`config.mk`:
```
export PLATFORM = sky130hd
export DESIGN_NAME = ram_frame_ctrl_flat
export DESIGN_NICKNAME = d
export VERILOG_FILES = /design/src/rtl/ram_frame_ctrl_if.sv /design/src/rtl/ram_frame_ctrl.sv /design/src/flat_wrapper.sv
export SDC_FILE = /design/constraint.sdc
export NUM_CORES = 1
export LEC_CHECK = 0
export ABC_AREA = 1
export BUFFER_PORTS_ARGS = -buffer_cell sky130_fd_sc_hd__buf_2
export CORE_MARGIN = 2
export CORE_UTILIZATION = 30
export CTS_BUF_LIST = sky130_fd_sc_hd__clkbuf_4
export DETAILED_ROUTE_END_ITERATION = 6
export PLACE_DENSITY = 0.55
export SLEW_MARGIN = 20
export SYNTH_ARGS = -nofsm -noshare
export SYNTH_HDL_FRONTEND = slang
export SYNTH_SLANG_ARGS = --single-unit
export TNS_END_PERCENT = 20
```
`constraint.sdc`:
```
create_clock -name clk -period 2.1 [get_ports clk]
set_input_delay 0.42 -clock clk [delete_from_list [all_inputs] [get_ports clk]]
set_output_delay 0.42 -clock clk [all_outputs]
set_load 0.005 [all_outputs]
```
`src/rtl/ram_frame_ctrl_if.sv`:
```
// Valid/ready word stream between the frame buffer and its neighbours.
// The producer drives data/valid/last; the consumer answers with ready.
interface ram_frame_ctrl_if #(
    parameter int DATA_WIDTH = 32
);
    logic [DATA_WIDTH-1:0] data;
    logic                  valid;
    logic                  ready;
    logic                  last;

    modport master (
        output data,
        output valid,
        output last,
        input  ready
    );

    modport slave (
        input  data,
        input  valid,
        output ready
    );
endinterface

```
`src/rtl/ram_frame_ctrl.sv`:
```
// Frame buffer initiator: fills FRAME_LEN words into a single-port ram,
// then streams them back out in address order before accepting more.
module ram_frame_ctrl #(
    parameter int DATA_WIDTH    = 32,
    parameter int ADDRESS_WIDTH = 10,
    parameter int FRAME_LEN     = 160
) (
    input  logic                     clk,
    input  logic                     rst_n,
    ram_frame_ctrl_if.slave          in_s,
    ram_frame_ctrl_if.master         out_s,
    output logic [DATA_WIDTH-1:0]    ram_data_o,
    output logic                     ram_write_en_o,
    output logic [ADDRESS_WIDTH-1:0] ram_address_o,
    input  logic [DATA_WIDTH-1:0]    ram_data_i,
    output logic                     frame_done_o
);
    localparam int CW = ADDRESS_WIDTH + 1;
    localparam logic [CW-1:0] LEN  = CW'(FRAME_LEN);
    localparam logic [CW-1:0] LAST = CW'(FRAME_LEN - 1);

    typedef enum logic {
        FILL,
        DRAIN
    } state_t;

    state_t                state;
    logic [CW-1:0]         wr_cnt;
    logic [CW-1:0]         rd_cnt;
    logic [DATA_WIDTH-1:0] out_data_q;
    logic                  out_valid_q;
    logic                  out_last_q;
    logic                  done_q;
    logic                  in_ready;
    logic                  wr_en;
    logic                  xfer;
    logic                  load;

    assign in_ready = (state == FILL);
    assign wr_en    = in_s.valid & in_ready;
    assign xfer     = out_valid_q & out_s.ready;
    // Refill the output register whenever it is empty or being drained.
    assign load     = (state == DRAIN) & (!out_valid_q | out_s.ready)
                    & (rd_cnt < LEN);

    assign in_s.ready     = in_ready;
    assign ram_data_o     = in_s.data;
    assign ram_write_en_o = wr_en;
    assign ram_address_o  = in_ready ? wr_cnt[ADDRESS_WIDTH-1:0]
                                     : rd_cnt[ADDRESS_WIDTH-1:0];

    assign out_s.data  = out_data_q;
    assign out_s.valid = out_valid_q;
    assign out_s.last  = out_last_q;
    assign frame_done_o = done_q;

    always_ff @(posedge clk or negedge rst_n) begin
        if (!rst_n) begin
            state       <= FILL;
            wr_cnt      <= '0;
            rd_cnt      <= '0;
            out_data_q  <= '0;
            out_valid_q <= 1'b0;
            out_last_q  <= 1'b0;
            done_q      <= 1'b0;
        end else begin
            done_q <= 1'b0;
            unique case (state)
                FILL: begin
                    if (wr_en) begin
                        if (wr_cnt == LAST) begin
                            state  <= DRAIN;
                            wr_cnt <= '0;
                            rd_cnt <= '0;
                        end else begin
                            wr_cnt <= wr_cnt + 1'b1;
                        end
                    end
                end
                DRAIN: begin
                    if (xfer & out_last_q) begin
                        state       <= FILL;
                        rd_cnt      <= '0;
                        out_valid_q <= 1'b0;
                        out_last_q  <= 1'b0;
                        done_q      <= 1'b1;
                    end else if (load) begin
                        out_data_q  <= ram_data_i;
                        out_valid_q <= 1'b1;
                        out_last_q  <= (rd_cnt == LAST);
                        rd_cnt      <= rd_cnt + 1'b1;
                    end else if (xfer) begin
                        out_valid_q <= 1'b0;
                        out_last_q  <= 1'b0;
                    end
                end
                default: state <= FILL;
            endcase
        end
    end
endmodule
```
`src/flat_wrapper.sv`:
```
// flat-port wrapper written by rule: the top's interface ports become plain ports
module ram_frame_ctrl_flat 
#(
    parameter int DATA_WIDTH    = 32,
    parameter int ADDRESS_WIDTH = 10,
    parameter int FRAME_LEN     = 160
)
  (clk, rst_n, ram_data_o, ram_write_en_o, ram_address_o, ram_data_i, frame_done_o, in_s_data, in_s_valid, in_s_ready, out_s_data, out_s_valid, out_s_last, out_s_ready);
  ram_frame_ctrl_if #(.DATA_WIDTH(DATA_WIDTH)) in_s_i ();
  ram_frame_ctrl_if #(.DATA_WIDTH(DATA_WIDTH)) out_s_i ();
  input  logic clk;
  input  logic rst_n;
  output logic [DATA_WIDTH-1:0] ram_data_o;
  output logic ram_write_en_o;
  output logic [ADDRESS_WIDTH-1:0] ram_address_o;
  input  logic [DATA_WIDTH-1:0] ram_data_i;
  output logic frame_done_o;
  input wire logic [$bits(in_s_i.data)-1:0] in_s_data;
  input wire logic [$bits(in_s_i.valid)-1:0] in_s_valid;
  output wire logic [$bits(in_s_i.ready)-1:0] in_s_ready;
  output wire logic [$bits(out_s_i.data)-1:0] out_s_data;
  output wire logic [$bits(out_s_i.valid)-1:0] out_s_valid;
  output wire logic [$bits(out_s_i.last)-1:0] out_s_last;
  input wire logic [$bits(out_s_i.ready)-1:0] out_s_ready;
  assign in_s_i.data = in_s_data;
  assign in_s_i.valid = in_s_valid;
  assign in_s_ready = in_s_i.ready;
  assign out_s_data = out_s_i.data;
  assign out_s_valid = out_s_i.valid;
  assign out_s_last = out_s_i.last;
  assign out_s_i.ready = out_s_ready;
  ram_frame_ctrl #(.DATA_WIDTH(DATA_WIDTH), .ADDRESS_WIDTH(ADDRESS_WIDTH), .FRAME_LEN(FRAME_LEN)) u_core (.clk(clk), .rst_n(rst_n), .in_s(in_s_i), .out_s(out_s_i), .ram_data_o(ram_data_o), .ram_write_en_o(ram_write_en_o), .ram_address_o(ram_address_o), .ram_data_i(ram_data_i), .frame_done_o(frame_done_o));
endmodule
```
==> results of run 1 <==
## final timing paths
path | from | endpoint | slack (ns) | depth (start not counted)
max in group asynchronous | rst_n | u_core.out_s.data[22] | 1.29 | 3
setup reg to reg | u_core.rd_cnt[5] | u_core.out_s.data[11] | 0.55 | 6
hold / removal | ram_data_i[8] | u_core.out_s.data[8] | 0.21 | 3
min in group asynchronous | rst_n | u_core.frame_done_o | 0.55 | 3
hold reg to reg | u_core.out_s.data[12] | u_core.out_s.data[12] | 0.48 | 2
setup / recovery | u_core.state | ram_address_o[6] | 0.20 | 3
## Yosys cell counts (2+ instances only)
cell type,instances,share of area
nand2_1,164,0.20
dfrtp_1,58,0.48
buf_4,32,0.080
inv_1,29,0.036
nand3_1,28,0.047
nor2_1,26,0.032
o21ai_0,13,0.022
buf_6,8,0.030
nand4_1,3,0.0062
nor3_1,3,0.0050
xor2_1,3,0.0087
ha_1,2,0.0083
inv_2,2,0.0025
inv_4,2,0.0042
nor2_2,2,0.0042
## registers in the layout, summed over array words and instances (netlist names)
register             count
u_core.out_s.data       32
u_core.out_s.last        1
u_core.out_s.valid       1
u_core.rd_cnt           11
u_core.frame_done_o      1
u_core.wr_cnt           11
u_core.state             1
## final cells by class
class,count,share of cell area
multi-input combinational,250,0.317
clock buffer,10,0.0218
clock inverter,6,0.0167
inverter,33,0.0375
sequential,58,0.422
tap,133,0.0484
timing repair buffer,88,0.137
## tightest hold or removal path: stages
cell and delay, ns:
buf_2 0.07, nand2_1 0.04, nand2_1 0.05
## metrics by stage
stage,area [um^2],util,total power (uW),worst slack [ns]
final,3440,0.352,1980,0.200
after global routing,3440,0.352,2090,0.103
after CTS,3440,0.352,2020,0.204
after detailed placement,3300,0.337,1200,0.508
after global placement,3300,0.337,1200,0.558
after floorplan,3010,-,1190,0.704
## routing by layer
| metal | part of all wire | GRT usage |
|---|---|---|
| met5 | 0 | 0 |
| met4 | 0.0056 | 0.0309 |
| met3 | 0.085 | 0.0602 |
| met2 | 0.44 | 0.212 |
| met1 | 0.47 | 0.176 |
## power by group
part | total [uW] | leakage (uW) | switching, uW | internal, uW
Clock | 800 | 0.0000675 | 433 | 367
Sequential | 1120 | 0.000748 | 0 | 1120
Combinational | 60.0 | 0.00121 | 32.0 | 27.9
## cells in the final DEF (no fill, tap or decap), types with 2 or more instances in the layout
master | netlist | layout
buf_2 | 1 | 82
ha_1 | 2 | 2
nand4_1 | 3 | 3
nor2_2 | 2 | 2
nor3_1 | 3 | 3
clkbuf_4 | 0 | 10
o21ai_0 | 13 | 13
nand2_1 | 164 | 164
dfrtp_1 | 58 | 58
inv_4 | 2 | 2
nand3_1 | 28 | 28
nor2_1 | 26 | 26
inv_1 | 29 | 29
xor2_1 | 3 | 3
clkinvlp_4 | 0 | 2
inv_2 | 2 | 2
clkinv_1 | 0 | 2
buf_4 | 32 | 4
## kinds of logic (layout without fill, tap and decap cells)
group / count (synthesis) / count (layout) / synth area share
AOI/OAI and AO/OA: 15 / 15 / 0.0258
xor gates and xnor gates: 3 / 3 / 0.00874
adders and majority gates: 2 / 2 / 0.00832
buffers and inverters: 75 / 137 / 0.156
DFF: 58 / 58 / 0.483
and+or+nand+nor: 230 / 230 / 0.319
==> impl_metrics.py, run 1 <==
metrics = {
    "setup_path": {
        "cpLargestDelayFamily": "flip-flops",
        "path_class": "flop to output port",
        "worstSetupStartpointType": "flop",
        "critPathMaxFanout": 16,
        "crit_chain": "buf_4, o21ai_0, buf_2",
        "worstSetupEndpointType": "output port",
        "cp_data_arrival_time_ns": 1.48,
        "cpPeakStageDelay_ns": 0.42,
        "cp.buffers_inverters": 2,
        "cp.required_ns": 1.68,
        "crit_path_top_delay_cell": "dfrtp_1",
    },
    "cells_and_area": {
        "nets": 510,
        "syn2layout_area_growth_pct": 14.3,
        "multi_input_area_um2": 1090,
        "fillers": 1060,
        "antenna_cells": 0,
        "regArea_um2": 1450,
        "fin_cells": 578,
        "drive_gt1_frac": 0.249,
    },
    "power_and_ir_drop": {
        "powerDensity_nw_per_um2": 575,
        "power.leakage_uw": 0.00202,
        "vdd_ir_drop_max_mv": 0.343,
    },
    "global_route": {
        "grt_usage": 0.137,
        "overflow": 0,
        "grt_max_degree": 59,
        "antenna_found_initial": 0,
        "grt_pass1_wl_um": 12000,
        "grt_pass1_vias": 2517,
    },
    "logic_synthesis": {
        "ys_seq_elements": 58,
        "synth_edf_count": 0,
        "syn_area_um2": 3010,
        "syn_inst": 383,
        "syn_nets": 453,
        "syn_avg_cell_area_um2": 7.85,
        "synth_seq_area_share": 0.483,
        "ys_warn_count": 0,
        "synth_ff_type": "dfrtp_1",
        "synth_cell_types": 23,
        "async_flop_share": 1.00,
    },
    "clock_network": {
        "clk_latency_ns": 0.40,
        "cts.reportedPaths.clkPinSlew_ns": 0.12,
        "clock-sinks": 58,
        "ctsHoldBuffers": 1,
        "cts-root-buf": "clkbuf_4",
        "cts_resized": 0,
        "cts.path.max_buffers": 2,
        "cts_inserted_buffers": 9,
        "cts-htree-levels": 3,
        "cts_tree": "yes",
        "postCtsSetupBuffers": 0,
    },
    "sta": {
        "post-route-period-util": 0.905,
        "fmax_mhz": 526,
        "relSlewSlack": 0.743,
        "final-setup-viol-count": 0,
        "drv_slew": 0,
        "tightest_slew_ns": 0.385,
        "finalClockSkew_ns": 0.0158,
        "tns_ns": 0,
        "whs_ns": 0.212,
        "hold_viol": 0,
        "min_period_ns": 1.90,
        "rsz0062_at_grt": "no",
    },
    "detailed_routing": {
        "wl_per_cell_um": 12.0,
        "via_per_inst": 4.36,
        "wirelength_um": 6930,
        "drc": 0,
        "vias": 2520,
        "drtAntennaViolNets": 0,
        "drt_first_iter_violations": 148,
        "dr.pass1.iters": 4,
    },
    "place": {
        "gp_congestion": 0.881,
        "dpl.cell_count": 561,
        "portBuffers": 82,
        "post-dp-hpwl_um": 4930,
    },
    "floorplanning": {
        "die-area_um2": 10800,
        "fp.coreArea_um2": 9770,
        "chipHeight_um": 104,
        "initial_core_util": 0.308,
        "design.portCount": 147,
        "num_rows": 36,
        "die_w_um": 104,
    },
    "job": {
        "drv_cap": 0,
    },
    "status": {
        "status": "complete, no violations",
    },
    "min_path": {
        "hp-class": "input pin to flop",
    },
}
(Power assumes the default switching activity.)
==> run 2: changes to the inputs <==
REMOVE_ABC_BUFFERS = 1   (was unset)
==> impl_metrics.py, run 2 (synthesized netlist as in run 1, its figures left out) <==
metrics = {
    "floorplanning": {
        "chipHeight_um": 104,
        "die-area_um2": 10800,
        "initial_core_util": 0.308,
        "design.portCount": 147,
        "die_w_um": 104,
        "fp.coreArea_um2": 9770,
        "num_rows": 36,
    },
    "cells_and_area": {
        "layout_common_cells": "nand2_1, buf_2, dfrtp_1",
        "drive_gt1_frac": 0.250,
        "final_common_cell": "nand2_1",
        "largest_reg_flops": 32,
        "antenna_cells": 0,
        "syn2layout_area_growth_pct": 14.1,
        "nets": 510,
    },
    "power_and_ir_drop": {
        "total_power_uw": 1940,
        "vdd_ir_drop_max_mv": 0.245,
        "power.leakage_uw": 0.00202,
        "powerDensity_nw_per_um2": 566,
    },
    "min_path": {
        "min_delay_path_depth": 3,
        "hp-class": "input pin to flop",
    },
    "place": {
        "gp_congestion": 0.801,
        "portBuffers": 82,
        "post-dp-hpwl_um": 5680,
    },
    "clock_network": {
        "cts_inserted_buffers": 9,
        "cts-root-buf": "clkbuf_4",
        "cts_tree": "yes",
        "cts-htree-levels": 3,
        "cts.path.max_buffers": 2,
        "clk_latency_ns": 0.40,
        "cts.reportedPaths.clkPinSlew_ns": 0.11,
        "clock-sinks": 58,
        "postCtsSetupBuffers": 0,
    },
    "sta": {
        "rsz0062_at_grt": "no",
        "final-setup-viol-count": 0,
        "tightest_slew_ns": 0.585,
        "whs_ns": 0.211,
        "min_period_ns": 1.85,
        "fmax_mhz": 539,
        "post-route-period-util": 0.883,
        "relSlewSlack": 0.610,
        "finalClockSkew_ns": 0.0108,
        "drv_slew": 0,
        "hold_viol": 0,
    },
    "global_route": {
        "grt_usage": 0.151,
        "antenna_found_initial": 0,
        "grt_pass1_vias": 2511,
        "overflow": 0,
        "grt_pass1_wl_um": 12800,
        "grt_max_degree": 36,
    },
    "setup_path": {
        "worstSetupStartpointType": "flop",
        "r2r_cells": 6,
        "worstSetupEndpointType": "output port",
        "cp_data_arrival_time_ns": 1.43,
        "cp.required_ns": 1.68,
        "path_class": "flop to output port",
        "critPathMaxFanout": 8,
    },
    "detailed_routing": {
        "drc": 0,
        "drtAntennaViolNets": 0,
        "via_per_inst": 4.36,
        "wirelength_um": 7860,
        "vias": 2515,
        "wl_per_cell_um": 13.6,
        "drt_first_iter_violations": 102,
        "dr.pass1.iters": 4,
    },
    "status": {
        "status": "complete, no violations",
    },
    "job": {
        "drv_cap": 0,
    },
}
==> run 2: cell count changes in the layout (fill, tap and decap cells not counted) <==
cell	delta
clkinv_1	-1
clkinv_2	+1
clkbuf_4	-1
==> run 2: final timing paths <==
kind                                       startpoint                     to  slack, ns
worst max register to register       u_core.rd_cnt[5]  u_core.out_s.data[25]       0.53
min in group asynchronous                       rst_n       u_core.wr_cnt[8]       0.56
worst min register to register  u_core.out_s.data[11]  u_core.out_s.data[11]       0.48
worst min-delay path                   ram_data_i[18]  u_core.out_s.data[18]       0.21
worst max-delay path                     u_core.state         ram_write_en_o       0.25
max in group asynchronous                       rst_n   u_core.out_s.data[3]       0.94
==> run 2: metal layers <==
layer	global-route usage	part of all wire
met5	0.0238	0
met4	0.0579	0.010
met3	0.106	0.14
met2	0.187	0.38
met1	0.198	0.46
==> run 2: per-stage QoR <==
step | setup slack (ns) | instance area (um^2) | TNS (ns) | std cells | utilization
2_1_floorplan | -0.0801 | 2670 | -2.56 | 341 | -
3_3_place_gp | 0.546 | 3300 | 0 | 561 | 0.337
3_5_place_dp | 0.496 | 3300 | 0 | 561 | 0.337
4_1_cts | 0.219 | 3430 | 0 | 577 | 0.351
5_1_grt | 0.148 | 3430 | 0 | 577 | 0.351
6_report | 0.246 | 3430 | 0 | 577 | 0.351
==> run 2: cell type report <==
cell class	instances	area (um^2)
clock buffer	9	67.6
clock inverter	6	58.8
fill	1095	6340
inverter	33	129
multi-input combinational	250	1090
sequential	58	1450
tap	133	166
timing repair buffer	88	470
==> run 2: critical path, cell delays in order (launching register included) <==
cell     delay (ns)
dfrtp_1        0.42
inv_4          0.14
nand2_1        0.16
inv_2          0.18
buf_2          0.14
==> run 2: repair_timing <==
action / 4_1_cts / 5_1_grt
gates resized for setup: 0 / 0
hold buffers: 1 / 0
hold endpoints to repair: 1 / 0
setup endpoints to repair: 0 / 0
==> run 2: power breakdown <==
group          internal, uW  switching, uW
Sequential             1120              0
Clock                   348            419
Combinational          27.7           32.3
Total                  1490            451
==> run 3: changes to the inputs <==
ABC_AREA = 0   (was 1)
PLACE_DENSITY = 0.56   (was 0.55)
==> impl_metrics.py, run 3 <==
metrics = {
    "status": {
        "status": "complete, no violations",
    },
    "setup_path": {
        "worstSetupStartpointType": "flop",
        "r2r_slack_ns": 0.06,
        "worstSetupEndpointType": "flop",
        "cp.required_ns": 2.41,
        "timing.rr.end": "u_core.rd_cnt[6]",
        "crit_path_top_delay_cell": "or4b_4",
        "cpPeakStageDelay_ns": 0.57,
        "cpLargestDelayFamily": "simple AND/OR/NAND/NOR gates",
        "cp_data_arrival_time_ns": 2.34,
        "crit_chain": "or4b_4, or3b_1, and3_4, a221o_1",
        "r2r_cells": 4,
        "path_class": "flop to flop",
        "cp.buffers_inverters": 0,
        "critPathMaxFanout": 7,
        "r2r-start": "u_core.rd_cnt[8]",
    },
    "floorplanning": {
        "chipHeight_um": 100,
        "die-area_um2": 10000,
        "design.portCount": 147,
        "initial_core_util": 0.305,
        "fp.coreArea_um2": 9110,
        "die_w_um": 100,
        "num_rows": 35,
    },
    "power_and_ir_drop": {
        "vdd_ir_drop_max_mv": 0.316,
        "powerDensity_nw_per_um2": 803,
        "power.leakage_uw": 0.00163,
    },
    "sta": {
        "layout_setup_ws_ns": 0.0635,
        "hold_viol": 0,
        "relSlewSlack": 0.667,
        "drv_slew": 0,
        "rsz0062_at_grt": "no",
        "tightest_slew_ns": 0.493,
        "fmax_mhz": 491,
        "post-route-period-util": 0.970,
        "final-setup-viol-count": 0,
        "min_period_ns": 2.04,
        "finalClockSkew_ns": 0.0159,
    },
    "clock_network": {
        "cts-root-buf": "clkbuf_4",
        "cts.reportedPaths.clkPinSlew_ns": 0.10,
        "cts-htree-levels": 3,
        "cts.path.max_buffers": 2,
        "cts_tree": "yes",
        "cts_inserted_buffers": 9,
        "clock-sinks": 58,
        "postCtsSetupBuffers": 0,
        "clk_latency_ns": 0.41,
    },
    "min_path": {
        "hp-start": "ram_data_i[19]",
        "min_to": "u_core.out_s.data[19]",
        "min_delay_path_depth": 2,
        "hp-class": "input pin to flop",
    },
    "logic_synthesis": {
        "synthTopCellsByCount": "dfrtp_1, mux2_2, buf_4",
        "synth_ff_type": "dfrtp_1",
        "yosysTopAreaCellShare": 0.523,
        "syn_inst": 230,
        "synth.most_common_cell": "dfrtp_1",
        "synth_top_family_by_area": "multiplexers",
        "ys_seq_elements": 58,
        "ys_warn_count": 0,
        "async_flop_share": 1.00,
        "synthMuxAreaShare": 0.178,
        "synth_area_leaders": "dfrtp_1, mux2_2, buf_4",
        "syn_area_um2": 2780,
        "syn_avg_cell_area_um2": 12.1,
        "synth-xor-area-share": 0.0252,
        "synth_edf_count": 0,
        "synth_cell_types": 37,
        "synth_top_area_cell": "dfrtp_1",
        "yosys.area_share.adder": 0.00901,
        "synth_seq_area_share": 0.523,
        "synth_simple_gate_area_frac": 0.110,
        "synth-compound-area-share": 0.0509,
    },
    "global_route": {
        "grt_pass1_wl_um": 10400,
        "grt_max_degree": 40,
        "grt_pass1_vias": 1917,
        "antenna_found_initial": 0,
        "grt_usage": 0.141,
        "overflow": 0,
    },
    "cells_and_area": {
        "multi_input_area_um2": 1050,
        "fillers": 932,
        "drive_gt1_frac": 0.512,
        "nets": 362,
        "largest_reg_flops": 32,
        "layout_common_cells": "buf_2, dfrtp_1, mux2_2",
        "regArea_um2": 1450,
        "utilization": 0.361,
        "antenna_cells": 0,
        "syn2layout_area_growth_pct": 18.4,
        "final_common_cell": "buf_2",
    },
    "detailed_routing": {
        "wl_per_cell_um": 16.6,
        "drc": 0,
        "drtAntennaViolNets": 0,
        "via_per_inst": 4.74,
        "dr.pass1.iters": 4,
        "wirelength_um": 6780,
        "vias": 1935,
        "drt_first_iter_violations": 67,
    },
    "place": {
        "portBuffers": 82,
        "gp_congestion": 0.820,
        "place_ws_ns": 0.0103,
        "post-dp-hpwl_um": 5030,
    },
    "job": {
        "drv_cap": 0,
    },
}
## run 3: kinds of logic (layout without fill, tap and decap cells)
family	count (synthesis)	count (layout)
muxes	44	44
xor gates and xnor gates	8	8
and+or+nand+nor	55	55
AOI/OAI and AO/OA	20	20
buffers and inverters	43	110
DFF	58	58
adders and majority gates	2	2
## run 3: worst max path at each step
stage,startpoint,endpoint,slack (ns),cells after the start
final,u_core.rd_cnt[8],u_core.rd_cnt[6],0.06,4
after detailed placement,u_core.rd_cnt[8],u_core.rd_cnt[6],0.01,4
after floorplan,u_core.state,u_core.out_s.data[0],-1.38,3
after global placement,u_core.rd_cnt[8],u_core.rd_cnt[6],0.04,4
after global routing,u_core.state,ram_write_en_o,0.02,5
after CTS,u_core.rd_cnt[8],u_core.rd_cnt[6],0.005,4
## run 3: layout make-up
type	count	area share
flip-flops and latches	58	0.441
multi-input cells	129	0.319
repair buffers	91	0.154
well taps	111	0.0422
clock buffers	12	0.0274
clock inverters	4	0.0129
inverters	3	0.00342
## run 3: per-layer routing
metal | part of all wire | vias up | track usage
li1 | - | 898 | -
met1 | 0.46 | 933 | 0.179
met2 | 0.41 | 95 | 0.181
met3 | 0.12 | 9 | 0.102
met4 | 0.015 | 0 | 0.0474
met5 | 0 | - | 0.0308
## run 3: repair_timing
item                                   in CTS  in global routing
hold buffers                                1                  0
setup endpoints to repair                   1                  1
endpoints found under the hold margin      19                  0
gates resized for setup                     1                  1
## run 3: report_power, final
| group | internal (uW) | leakage, uW | switching, uW |
|---|---|---|---|
| logic | 286 | 0.000840 | 208 |
| registers | 1240 | 0.000718 | 114 |
| clock network | 395 | 0.0000764 | 404 |
## run 3: metrics by stage
stage               cell area, um^2  instances  power [uW]  setup TNS (ns)  hold slack [ns]
finish                         3290        408        2640               0            0.237
global route                   3290        408        2810               0            0.199
CTS                            3290        408        2700               0            0.195
detailed placement             3140        391        1870               0            0.425
global placement               3140        391        1860               0            0.422
floorplan                      2500        190        1600          -56.69            0.124
## run 3: worst register-to-register path, delay by kind of cell, from the launching register on
family / cells / cell delay (ns)
simple gates: 3 / 1.20
flops: 1 / 0.40
compound gates: 1 / 0.34
